**src/rtl/uart_rx_deser.sv**
```systemverilog
// Oversampling UART receiver: synchronises rx, deserialises 8N1 frames LSB first, and holds
// byte/frame-error flags until acknowledged. Define UART_RX_PARITY_EN for an even-parity bit.
module uart_rx_deser #(
  parameter int unsigned SYNC_STAGES = 2
) (
  input  logic        clk,
  input  logic        rst_n,
  input  logic [31:0] clk_div,
  input  logic        rx,
  input  logic        i_ctrl_byte_finish,
  output logic [7:0]  o_rx_data,
  output logic        o_byte_finish,
  output logic        o_frame_err,
  output logic        o_rx_busy
);

  localparam int unsigned CNT_W  = 32;
  localparam int unsigned DATA_W = 8;
  localparam int unsigned IDX_W  = 3;
  localparam logic [CNT_W-1:0] DIV_MIN = CNT_W'(2);

  typedef enum logic [2:0] {
    IDLE   = 3'd0,
    START  = 3'd1,
    DATA   = 3'd2,
`ifdef UART_RX_PARITY_EN
    PARITY = 3'd3,
`endif
    STOP   = 3'd4,
    DONE   = 3'd5
  } state_t;

  if (SYNC_STAGES < 2 || SYNC_STAGES > 4) begin : g_bad_sync
    $error("uart_rx_deser: SYNC_STAGES must be in 2..4");
  end

  state_t              state_q, state_d;
  logic [SYNC_STAGES-1:0] sync_q;
  logic                rx_prev_q;
  logic [CNT_W-1:0]    cnt_q, cnt_d;
  logic [CNT_W-1:0]    div_q, div_d;
  logic [IDX_W-1:0]    idx_q, idx_d;
  logic [DATA_W-1:0]   shift_q, shift_d;
  logic [DATA_W-1:0]   data_d;
  logic                fin_d, err_d, busy_d;
  logic                rx_s, fall;
  logic [CNT_W-1:0]    div_sel, half, last;
  logic                frame_ok;
`ifdef UART_RX_PARITY_EN
  logic                par_ok_q, par_ok_d;
`endif

  // Metastability chain; reset to the idle (high) line level
  always_ff @(posedge clk or negedge rst_n) begin
    if (!rst_n) begin
      sync_q    <= '1;
      rx_prev_q <= 1'b1;
    end else begin
      sync_q    <= {sync_q[SYNC_STAGES-2:0], rx};
      rx_prev_q <= rx_s;
    end
  end

  assign rx_s    = sync_q[SYNC_STAGES-1];
  assign fall    = rx_prev_q & ~rx_s;
  assign div_sel = (clk_div < DIV_MIN) ? DIV_MIN : clk_div;
  assign half    = div_q >> 1;
  assign last    = div_q - CNT_W'(1);

`ifdef UART_RX_PARITY_EN
  assign frame_ok = rx_s & par_ok_q;
`else
  assign frame_ok = rx_s;
`endif

  // State and datapath registers
  always_ff @(posedge clk or negedge rst_n) begin
    if (!rst_n) begin
      state_q       <= IDLE;
      cnt_q         <= '0;
      div_q         <= DIV_MIN;
      idx_q         <= '0;
      shift_q       <= '0;
      o_rx_data     <= '0;
      o_byte_finish <= 1'b0;
      o_frame_err   <= 1'b0;
      o_rx_busy     <= 1'b0;
`ifdef UART_RX_PARITY_EN
      par_ok_q      <= 1'b1;
`endif
    end else begin
      state_q       <= state_d;
      cnt_q         <= cnt_d;
      div_q         <= div_d;
      idx_q         <= idx_d;
      shift_q       <= shift_d;
      o_rx_data     <= data_d;
      o_byte_finish <= fin_d;
      o_frame_err   <= err_d;
      o_rx_busy     <= busy_d;
`ifdef UART_RX_PARITY_EN
      par_ok_q      <= par_ok_d;
`endif
    end
  end

  // Next-state and output logic; a flag set later in this block overrides the ack clear
  always_comb begin
    state_d = state_q;
    cnt_d   = cnt_q + CNT_W'(1);
    div_d   = div_q;
    idx_d   = idx_q;
    shift_d = shift_q;
    data_d  = o_rx_data;
    fin_d   = o_byte_finish;
    err_d   = o_frame_err;
`ifdef UART_RX_PARITY_EN
    par_ok_d = par_ok_q;
`endif

    if (i_ctrl_byte_finish) begin
      fin_d = 1'b0;
      err_d = 1'b0;
    end

    case (state_q)
      IDLE: begin
        cnt_d = '0;
        if (fall) begin
          state_d = START;
          div_d   = div_sel;
        end
      end
      START: begin
        if (cnt_q == half) begin
          cnt_d   = '0;
          idx_d   = '0;
          state_d = rx_s ? IDLE : DATA;
        end
      end
      DATA: begin
        if (cnt_q == last) begin
          cnt_d   = '0;
          shift_d = {rx_s, shift_q[DATA_W-1:1]};
          idx_d   = idx_q + IDX_W'(1);
          if (idx_q == IDX_W'(DATA_W - 1)) begin
`ifdef UART_RX_PARITY_EN
            state_d = PARITY;
`else
            state_d = STOP;
`endif
          end
        end
      end
`ifdef UART_RX_PARITY_EN
      PARITY: begin
        if (cnt_q == last) begin
          cnt_d    = '0;
          par_ok_d = ~(^shift_q ^ rx_s);
          state_d  = STOP;
        end
      end
`endif
      STOP: begin
        if (cnt_q == last) begin
          cnt_d   = '0;
          state_d = DONE;
          fin_d   = 1'b1;
          if (frame_ok) begin
            data_d = shift_q;
            err_d  = 1'b0;
          end else begin
            err_d  = 1'b1;
          end
        end
      end
      DONE: begin
        cnt_d   = '0;
        state_d = IDLE;
      end
      default: begin
        cnt_d   = '0;
        state_d = IDLE;
      end
    endcase

    busy_d = (state_d != IDLE);
  end

endmodule
```
**config.mk**
```make
export PLATFORM = sky130hd
export DESIGN_NAME = uart_rx_deser
export DESIGN_NICKNAME = d
export VERILOG_FILES = /design/src/rtl/uart_rx_deser.sv
export SDC_FILE = /design/constraint.sdc
export NUM_CORES = 1
export LEC_CHECK = 0
export ABC_CLOCK_PERIOD_IN_PS = 5100
export BUFFER_PORTS_ARGS = -buffer_cell sky130_fd_sc_hd__buf_2
export CELL_PAD_IN_SITES_DETAIL_PLACEMENT = 1
export CELL_PAD_IN_SITES_GLOBAL_PLACEMENT = 2
export CORE_ASPECT_RATIO = 2
export CORE_MARGIN = 4
export CORE_UTILIZATION = 39
export CTS_CLUSTER_SIZE = 20
export DETAILED_ROUTE_END_ITERATION = 6
export PLACE_DENSITY_LB_ADDON = 0.1
export SLEW_MARGIN = 10
export SYNTH_ARGS = -nofsm -noshare
export SYNTH_HDL_FRONTEND = slang
export SYNTH_SLANG_ARGS = --single-unit
export TNS_END_PERCENT = 30
```
**constraint.sdc**
```tcl
create_clock -name clk -period 5.1 [get_ports clk]
set_input_delay 1.02 -clock clk [delete_from_list [all_inputs] [get_ports clk]]
set_output_delay 1.02 -clock clk [all_outputs]
set_load 0.05 [all_outputs]
```
==> impl_metrics.json, run 1 <==
{
  "drt-initial-drc-count": 153,
  "tns_ns": 0,
  "hold_viol": 0,
  "grt_max_degree": 64,
  "yosysWarningCount": 0,
  "clkSinkCount": 92,
  "place_ws_ns": 0.9972,
  "nets": 644,
  "die_h_um": 182.3,
  "hold_buffers": 0,
  "mostFrequentLayoutCells": "dfrtp_1 (88), xnor2_1 (68), buf_2 (45)",
  "synth_seq_cells": 92,
  "drive_gt1_share_pct": 23.15,
  "cts_resized": 0,
  "synth-async-reset-ratio_pct": 100.0,
  "arrival_ns": 4.37,
  "ir_drop_mv": 0.1887,
  "slew_headroom_pct": 35.96,
  "vias": 4621,
  "clock_latency_ns": 0.36,
  "ant_nets": 0,
  "cts-root-buf": "clkbuf_16",
  "wl_um": 17740,
  "p_leak_nw": 2.623,
  "outcome": "complete, no violations",
  "maxCapViolCount": 0,
  "endpoint_kind": "register",
  "final_cells": 804,
  "syn2layout_area_growth_pct": 10.76,
  "skew_ns": 0.008181,
  "period_needed_ns": 4.128,
  "drt_first_pass_iters": 4,
  "powerDensity_nw_per_um2": 459.7,
  "worst_pin_slew_ns": 0.9585,
  "hp-class": "reg2reg",
  "synthFlopType": "dfrtp_1",
  "pin_count": 47,
  "n_fill_cell": 1676,
  "drc": 0,
  "final_common_cell": "dfrtp_1",
  "fmax_mhz": 242.3,
  "critical_path.cell_chain": "or4_4 -> nor4_4 -> nand3_1 -> o41ai_2 -> o2111ai_1 -> nand4b_4 -> or4_1 -> mux2_4",
  "dieArea_um2": 17340,
  "grt-ovfl-total": 0,
  "rsz0062_at_grt": "no",
  "ys_seq_area_share_pct": 38.97,
  "setup_slack_ns": 0.9720,
  "synth-edff-count": 0,
  "drv_slew": 0,
  "antenna_found_initial": 0,
  "netlist_area_um2": 5921,
  "slowest_stage": "or4_1",
  "dpl.cell_count": 788,
  "grt_pass1_wl_um": 28400,
  "routedWlPerCell_um": 22.06,
  "clockBufferDepth": 2,
  "fin_crit_sh_pct": 80.94,
  "die_width_um": 95.13,
  "yosysUniqueCellTypes": 61,
  "rows": 63,
  "path_max_fanout": 13,
  "synth_area_per_cell_um2": 10.10,
  "antennaDiodeCount": 0,
  "gp_congestion": 0.9539,
  "grt.total_usage_pct": 21.80,
  "required_ns": 5.34,
  "critPathKind": "reg2reg",
  "htreeDepth": 3,
  "portBuffers": 46,
  "initial_core_util_pct": 39.74,
  "dp_hpwl_um": 13640,
  "start_kind": "register",
  "viasPerCell": 5.748,
  "setup_viol": 0,
  "cts_setup_buffers": 0,
  "grt_pass1_vias": 5064,
  "syn-num-nets": 626,
  "cts_tree": "built",
  "syn_inst": 586,
  "cts_inserted_buffers": 9,
  "cpPeakStageDelay_ns": 0.84,
  "core_um2": 14900,
  "clk_pin_slew_ns": 0.07
}
critical path: cells and delay by family (launching register included):
family / cells / cell delay [ns]
AOI/OAI and AO/OA: 2 / 0.57
DFF: 1 / 0.54
muxes: 1 / 0.40
and+or+nand+nor: 5 / 2.50
worst paths after layout:
kind                            startpoint      endpoint  slack [ns]  depth (start not counted)
worst max-delay path              div_q[9]  o_rx_data[4]        0.97                          8
worst min-delay path             sync_q[0]     sync_q[1]        0.36                          0
worst max register to register    div_q[9]  o_rx_data[4]        0.97                          8
worst min register to register   sync_q[0]     sync_q[1]        0.36                          0
max in group asynchronous            rst_n     div_q[27]        3.44                          2
min in group asynchronous            rst_n     div_q[11]        0.75                          1
Yosys cell counts (all sizes together) (3+ instances only):
cell      n  area [um^2]
clkbuf   33        123.9
and3      8        50.05
a21oi     4        20.02
o211ai    5        37.54
o41ai     3        48.80
nand4    19        118.9
nand2b   10        62.56
ha        4        50.05
nor4     25        205.2
or4      10        93.84
nand4b    4        50.05
or2       6        40.04
buf      11        73.82
xnor2    68        595.6
o2111ai   4        35.03
nor3     15        86.34
xor2     39        341.6
nor2     24        90.09
o22ai     3        18.77
nor3b     4        30.03
dfrtp    88         2202
mux2i     4        40.04
nand2    36        135.1
inv      13        48.80
nand3    15        75.07
or3       5        31.28
o22a      3        26.28
o21ai    10        50.05
dfstp     4        105.1
mux2     46        570.6
nor2b     4        25.02
a31oi    35        219.0
where the power goes:
group	switching, mW	internal (mW)
clock	0.292	0.381
sequential	0.364	0.882
combinational	0.567	0.529
layout make-up:
| class | count | area [um^2] | area share [%] |
|---|---|---|---|
| Inverter | 13 | 48.80 | 0.7441 |
| Clock buffer | 12 | 236.5 | 3.606 |
| Sequential cell | 92 | 2307 | 35.18 |
| Tap cell | 195 | 244.0 | 3.721 |
| Clock inverter | 4 | 52.55 | 0.8014 |
| Timing Repair Buffer | 51 | 270.3 | 4.121 |
| Multi-Input combinational cell | 437 | 3398 | 51.82 |
cells by family after synthesis:
logic type,synth area share (%)
and+or+nand+nor,20.14
xor gates and xnor gates,15.83
DFF,38.97
AOI/OAI and AO/OA,9.742
buffers and inverters,4.163
muxes,10.31
adders and majority gates,0.8453
routing by layer:
metal | global-route usage (%) | part of all wire [%] | up-vias
li1 | - | - | 2142
met5 | 0 | 0 | -
met1 | 23.64 | 38 | 2367
met3 | 3.218 | 2.5 | 33
met4 | 10.01 | 3.9 | 0
met2 | 40.19 | 56 | 79
registers in the layout, summed over array words and instances (netlist names):
signal / cells
idx_q: 3
shift_q: 8
cnt_q: 32
o_rx_busy: 1
rx_prev_q: 1
o_frame_err: 1
o_byte_finish: 1
o_rx_data: 8
div_q: 32
state_q: 3
sync_q: 2
metrics by stage:
step / hold slack [ns] / util (%) / cell area, um^2 / total power [mW]
finish: 0.3574 / 44.02 / 6558 / 3.014
global route: 0.3613 / 44.02 / 6558 / 3.212
CTS: 0.3586 / 44.00 / 6555 / 3.048
detailed placement: 0.3489 / 42.06 / 6266 / 2.349
global placement: 0.3457 / 42.06 / 6266 / 2.331
floorplan: 0.3452 / - / 5921 / 2.022
Note: power is estimated with default switching activity, not from simulation.
==> inputs of run 2 (changes only) <==
--- a/config.mk
+++ b/config.mk
@@ -5,7 +5,7 @@
 export SDC_FILE = /design/constraint.sdc
 export NUM_CORES = 1
 export LEC_CHECK = 0
-export ABC_CLOCK_PERIOD_IN_PS = 5100
+export ABC_CLOCK_PERIOD_IN_PS = 3900
 export BUFFER_PORTS_ARGS = -buffer_cell sky130_fd_sc_hd__buf_2
 export CELL_PAD_IN_SITES_DETAIL_PLACEMENT = 1
 export CELL_PAD_IN_SITES_GLOBAL_PLACEMENT = 2
==> constraint.sdc (replaced) <==
create_clock -name clk -period 3.9 [get_ports clk]
set_input_delay 0.78 -clock clk [delete_from_list [all_inputs] [get_ports clk]]
set_output_delay 0.78 -clock clk [all_outputs]
set_load 0.05 [all_outputs]
==> run 2 against run 1 <==
Global-route usage increased by 0.37 points. Worst hold slack got worse by 0.0013 ns. Total power increased by 37%. Critical path depth increased by 1. Fmax increased by 11%. Worst setup slack got worse by 0.78 ns. Final cell count increased by 2.5%. Combinational power increased by 52%. Non-clock buffer count increased by 20. Via count increased by 0.95%. Wire length increased by 1.2%. Clock-buffer cell count decreased by 2. Critical path type unchanged. Largest power group is now combinational logic.
==> impl_metrics.json, run 2 (synthesis gave the netlist of run 1 again) <==
{
  "antenna_found_initial": 0,
  "swShare_pct": 39.46,
  "endpoint_kind": "register",
  "final_area_um2": 6759,
  "reg2reg_from": "div_q[9]",
  "ant_nets": 0,
  "rsz0062_at_grt": "no",
  "ir_drop_mv": 0.2617,
  "clk_pin_slew_ns": 0.07,
  "crit_family": "simple AND/OR/NAND/NOR gates",
  "clockBufferDepth": 2,
  "dp_hpwl_um": 14090,
  "drive_gt1_share_pct": 25.76,
  "period_needed_ns": 3.707,
  "reg2regPathDepth": 9,
  "nets": 664,
  "start_kind": "register",
  "required_ns": 4.14,
  "intPower_mw": 2.505,
  "grt.total_usage_pct": 22.17,
  "cts_tree": "built",
  "finish.utilization_pct": 45.37,
  "final-seq-area_um2": 2307,
  "worstHoldStart": "sync_q[0]",
  "final_common_cell": "dfrtp_1",
  "fin_crit_sh_pct": 95.05,
  "min_delay_path_depth": 0,
  "skew_ns": 0.006560,
  "hold_viol": 0,
  "outcome": "complete, no violations",
  "drv_slew": 0,
  "slowest_stage": "or4_4",
  "slew_headroom_pct": 26.05,
  "core_um2": 14900,
  "path_max_fanout": 8,
  "gp_congestion": 0.8615,
  "grt-ovfl-total": 0,
  "worst_pin_slew_ns": 1.109,
  "setup_viol": 0,
  "grt_max_degree": 86,
  "htreeDepth": 3,
  "rows": 63,
  "powerDensity_nw_per_um2": 612.2,
  "portBuffers": 46,
  "cts_inserted_buffers": 9,
  "cts_resized": 0,
  "p_leak_nw": 2.754,
  "n_fill_cell": 1678,
  "dieArea_um2": 17340,
  "fmax_mhz": 269.8,
  "hold_end": "sync_q[1]",
  "critPathKind": "reg2reg",
  "critPathBufInv": 1,
  "viasPerCell": 5.661,
  "grt_pass1_wl_um": 29010,
  "r2r_slack_ns": 0.19,
  "switching_power_mw": 1.633,
  "drc": 0,
  "syn2layout_area_growth_pct": 14.16,
  "cpPeakStageDelay_ns": 0.61,
  "power_frac_seq_pct": 36.9,
  "initial_core_util_pct": 39.74,
  "power_frac_clock_pct": 22.7,
  "routedWlPerCell_um": 21.79,
  "cts_setup_buffers": 0,
  "critical_path.cell_chain": "or4_4 -> nor4_4 -> nand3_1 -> o41ai_2 -> o2111ai_1 -> nand4b_4 -> or4_1 -> buf_4 -> mux2_4",
  "p_comb_share_pct": 40.5,
  "vias": 4665,
  "mostFrequentLayoutCells": "dfrtp_1 (88), xnor2_1 (68), buf_2 (45)",
  "reg_top3": "cnt_q (32), div_q (32)",
  "regToRegEndpoint": "o_rx_data[2]",
  "grt_pass1_vias": 5304,
  "die_h_um": 182.3,
  "dpl-instance-area_um2": 6441,
  "hold_buffers": 0,
  "wl_um": 17960,
  "pin_count": 47,
  "drt_first_pass_iters": 5,
  "arrival_ns": 3.94,
  "antennaDiodeCount": 0,
  "multi_input_area_um2": 3396,
  "tns_ns": 0,
  "drt-initial-drc-count": 167,
  "p_total_mw": 4.138,
  "clock_latency_ns": 0.35,
  "hp-class": "reg2reg",
  "die_width_um": 95.13,
  "maxCapViolCount": 0,
  "cts-root-buf": "clkbuf_16",
  "clkSinkCount": 92
}
[run 2: through the flow]
| step | std cells | hold WS, ns | setup WS (ns) |
|---|---|---|---|
| floorplan | 586 | 0.3452 | 0.3819 |
| global placement | 808 | 0.3456 | 0.2827 |
| detailed placement | 808 | 0.3473 | 0.08296 |
| CTS | 824 | 0.3566 | 0.07046 |
| global route | 824 | 0.3634 | 0.02089 |
| finish | 824 | 0.3561 | 0.1931 |
[run 2: worst max path at each step]
stage | start | end | slack (ns) | cells after the start
floorplan | div_q[0] | cnt_q[11] | 0.38 | 11
global placement | div_q[9] | o_rx_data[2] | 0.28 | 9
detailed placement | div_q[0] | cnt_q[12] | 0.08 | 11
CTS | div_q[0] | cnt_q[12] | 0.07 | 11
global route | div_q[0] | cnt_q[12] | 0.02 | 11
finish | div_q[9] | o_rx_data[2] | 0.19 | 9
[run 2: routing by layer]
metal	vias up	wire, um	global-route usage [%]
met2	80	10250	41.79
li1	2183	-	-
met1	2369	6526	23.41
met5	-	0	0
met4	0	708	10.35
met3	33	471	2.805
[run 2: power groups by stage]
| stage | clock network [mW] | logic [mW] | registers [mW] |
|---|---|---|---|
| 6_report | 0.939 | 1.67 | 1.52 |
| 5_1_grt | 1.01 | 1.84 | 1.56 |
| 4_1_cts | 0.967 | 1.69 | 1.53 |
| 3_5_place_dp | 0 | 1.68 | 1.54 |
| 3_3_place_gp | 0 | 1.65 | 1.53 |
| 2_1_floorplan | 0 | 1.29 | 1.35 |
[run 2: area by class of cell]
class / count / share of cell area (%)
clock buffers: 10 / 3.388
clock inverters: 6 / 1.314
inverters: 13 / 0.7220
multi-input cells: 437 / 50.24
flip-flops and latches: 92 / 34.14
well taps: 195 / 3.610
repair buffers: 71 / 6.590
[run 2: worst reg2reg max path, stage by stage (launching register included)]
cell	delay [ns]
dfrtp_1	0.39
or4_4	0.61
nor4_4	0.48
nand3_1	0.19
o41ai_2	0.43
o2111ai_1	0.21
nand4b_4	0.21
or4_1	0.55
buf_4	0.21
mux2_4	0.31
==> inputs of run 3 (changes only) <==
--- a/config.mk
+++ b/config.mk
@@ -5,13 +5,12 @@
 export SDC_FILE = /design/constraint.sdc
 export NUM_CORES = 1
 export LEC_CHECK = 0
-export ABC_CLOCK_PERIOD_IN_PS = 3900
+export ABC_CLOCK_PERIOD_IN_PS = 3000
 export BUFFER_PORTS_ARGS = -buffer_cell sky130_fd_sc_hd__buf_2
 export CELL_PAD_IN_SITES_DETAIL_PLACEMENT = 1
 export CELL_PAD_IN_SITES_GLOBAL_PLACEMENT = 2
-export CORE_ASPECT_RATIO = 2
 export CORE_MARGIN = 4
-export CORE_UTILIZATION = 39
+export CORE_UTILIZATION = 36
 export CTS_CLUSTER_SIZE = 20
 export DETAILED_ROUTE_END_ITERATION = 6
 export PLACE_DENSITY_LB_ADDON = 0.1
==> constraint.sdc (replaced) <==
create_clock -name clk -period 3 [get_ports clk]
set_input_delay 0.6 -clock clk [delete_from_list [all_inputs] [get_ports clk]]
set_output_delay 0.6 -clock clk [all_outputs]
set_load 0.05 [all_outputs]
==> run 3 against run 2 <==
The run now ends with setup timing left. Global-route usage grew 0.34 points. Critical path depth grew 5. Utilization grew 3.0 points. Wire length grew 9.7%. Clock-buffer cell count grew 1. Sequential power grew 18%. Worst setup slack lost 0.74 ns. Die area grew 7.1%. Combinational power grew 90%.
==> impl_metrics.json, run 3 (synthesis gave the netlist of run 1 again) <==
{
  "gp_congestion": 0.8799,
  "crit_start": "div_q[0]",
  "path_max_fanout": 11,
  "portBuffers": 46,
  "fmax_mhz": 282.0,
  "start_kind": "register",
  "pin_count": 47,
  "hold_viol": 0,
  "power_frac_seq_pct": 28.7,
  "drv_slew": 0,
  "clkSinkCount": 92,
  "wl_um": 19710,
  "final_common_cell": "buf_4",
  "violations": "setup timing",
  "syn2layout_area_growth_pct": 30.66,
  "p_leak_nw": 3.291,
  "cts-root-buf": "clkbuf_16",
  "htreeDepth": 3,
  "core_um2": 16000,
  "drc": 0,
  "clockBufferDepth": 2,
  "swShare_pct": 38.57,
  "dp_hpwl_um": 14910,
  "grt_pass1_vias": 5616,
  "ant_nets": 0,
  "die_h_um": 136.2,
  "antenna_found_initial": 0,
  "ir_drop_mv": 0.3463,
  "worst_pin_slew_ns": 1.048,
  "initial_core_util_pct": 37.00,
  "fin_crit_sh_pct": 118.2,
  "nets": 760,
  "routedWlPerCell_um": 20.94,
  "cts_tree": "built",
  "place_ws_ns": -0.5124,
  "reg_top3": "cnt_q (32), div_q (32)",
  "mostFrequentLayoutCells": "buf_4 (112), dfrtp_1 (88), xnor2_1 (67)",
  "cts_inserted_buffers": 9,
  "vias": 5080,
  "power_frac_clock_pct": 20.7,
  "critPathKind": "reg2reg",
  "powerDensity_nw_per_um2": 808.1,
  "maxCapViolCount": 0,
  "setup_slack_ns": -0.5460,
  "hp-class": "in2reg",
  "arrival_ns": 3.76,
  "outcome": "finished, violations left",
  "viasPerCell": 5.399,
  "drt_first_pass_iters": 4,
  "hold_buffers": 0,
  "drive_gt1_share_pct": 39.03,
  "rows": 46,
  "p_comb_share_pct": 50.7,
  "final_cells": 941,
  "switching_power_mw": 2.411,
  "dieArea_um2": 18560,
  "grt.total_usage_pct": 22.51,
  "endpoint_kind": "register",
  "die_width_um": 136.2,
  "antennaDiodeCount": 0,
  "period_needed_ns": 3.546,
  "dpl.cell_count": 915,
  "grt-ovfl-total": 0,
  "worstHoldStart": "rx",
  "slew_headroom_pct": 30.16,
  "grt_max_degree": 78,
  "intPower_mw": 3.840,
  "rsz0062_at_grt": "yes",
  "grt_pass1_wl_um": 31790,
  "required_ns": 3.21,
  "drt-initial-drc-count": 229,
  "reg2reg_from": "div_q[0]",
  "setup_viol": 55,
  "clock_latency_ns": 0.36,
  "skew_ns": 0.009742,
  "clk_pin_slew_ns": 0.07
}
## run 3: power by group through the flow
stage / Clock [mW] / Sequential, mW / Combinational, mW
after floorplan: 0 / 1.76 / 1.70
after global placement: 0 / 1.80 / 2.99
after detailed placement: 0 / 1.82 / 3.04
after CTS: 1.33 / 1.80 / 3.15
after global routing: 1.38 / 1.84 / 3.42
final: 1.29 / 1.79 / 3.17
## run 3: path summary, 6_finish.rpt
check	end	cells past startpoint	slack [ns]
setup / recovery	cnt_q[0]	14	-0.55
hold / removal	sync_q[0]	1	0.34
setup reg to reg	cnt_q[0]	14	-0.55
hold reg to reg	sync_q[1]	0	0.36
max in group asynchronous	shift_q[2]	2	1.78
min in group asynchronous	div_q[11]	1	0.39
## run 3: layout make-up
class                   instances  area (um^2)
multi-input cells             437         3542
fillers                      1815         8264
flip-flops and latches         92         2307
repair buffers                167         1231
clock inverters                 5        83.83
clock buffers                  11        252.7
inverters                      13        48.80
well taps                     216        270.3
## run 3: routing by layer
layer	track usage, %	vias up	routed length (um)
met2	38.03	100	9628
li1	-	2381	-
met5	0	-	0
met3	2.369	27	617
met4	7.223	0	433
met1	30.25	2572	9025
## run 3: critical path, stage by stage (launching register included)
cell	delay, ns
dfrtp_1	0.39
inv_2	0.08
ha_4	0.12
or4b_4	0.49
buf_4	0.16
buf_4	0.12
nor3_2	0.17
xnor2_1	0.11
or3_1	0.39
nor4_2	0.33
o2111ai_2	0.19
o41ai_4	0.39
buf_6	0.18
clkbuf_16	0.17
a31oi_1	0.09
## run 3: per-stage QoR
stage               hold WS (ns)  setup TNS (ns)  cell area [um^2]  utilization [%]  power, mW
floorplan                 0.3044          -15.13              5937                -      3.456
CTS                       0.3249          -21.24              7659            47.87      6.274
global placement          0.3455          -21.87              7138            44.61      4.789
detailed placement        0.3475          -22.98              7138            44.61      4.862
finish                    0.3394          -26.22              7736            48.35      6.252
global route              0.3340          -33.89              7736            48.35      6.631
## run 3: what timing repair did
item / CTS / global route
endpoints found under the setup margin: 56 / 56
pin swaps: 10 / 10
gates resized for setup: 27 / 8
setup buffers: 7 / 2
cloned: 0 / 1
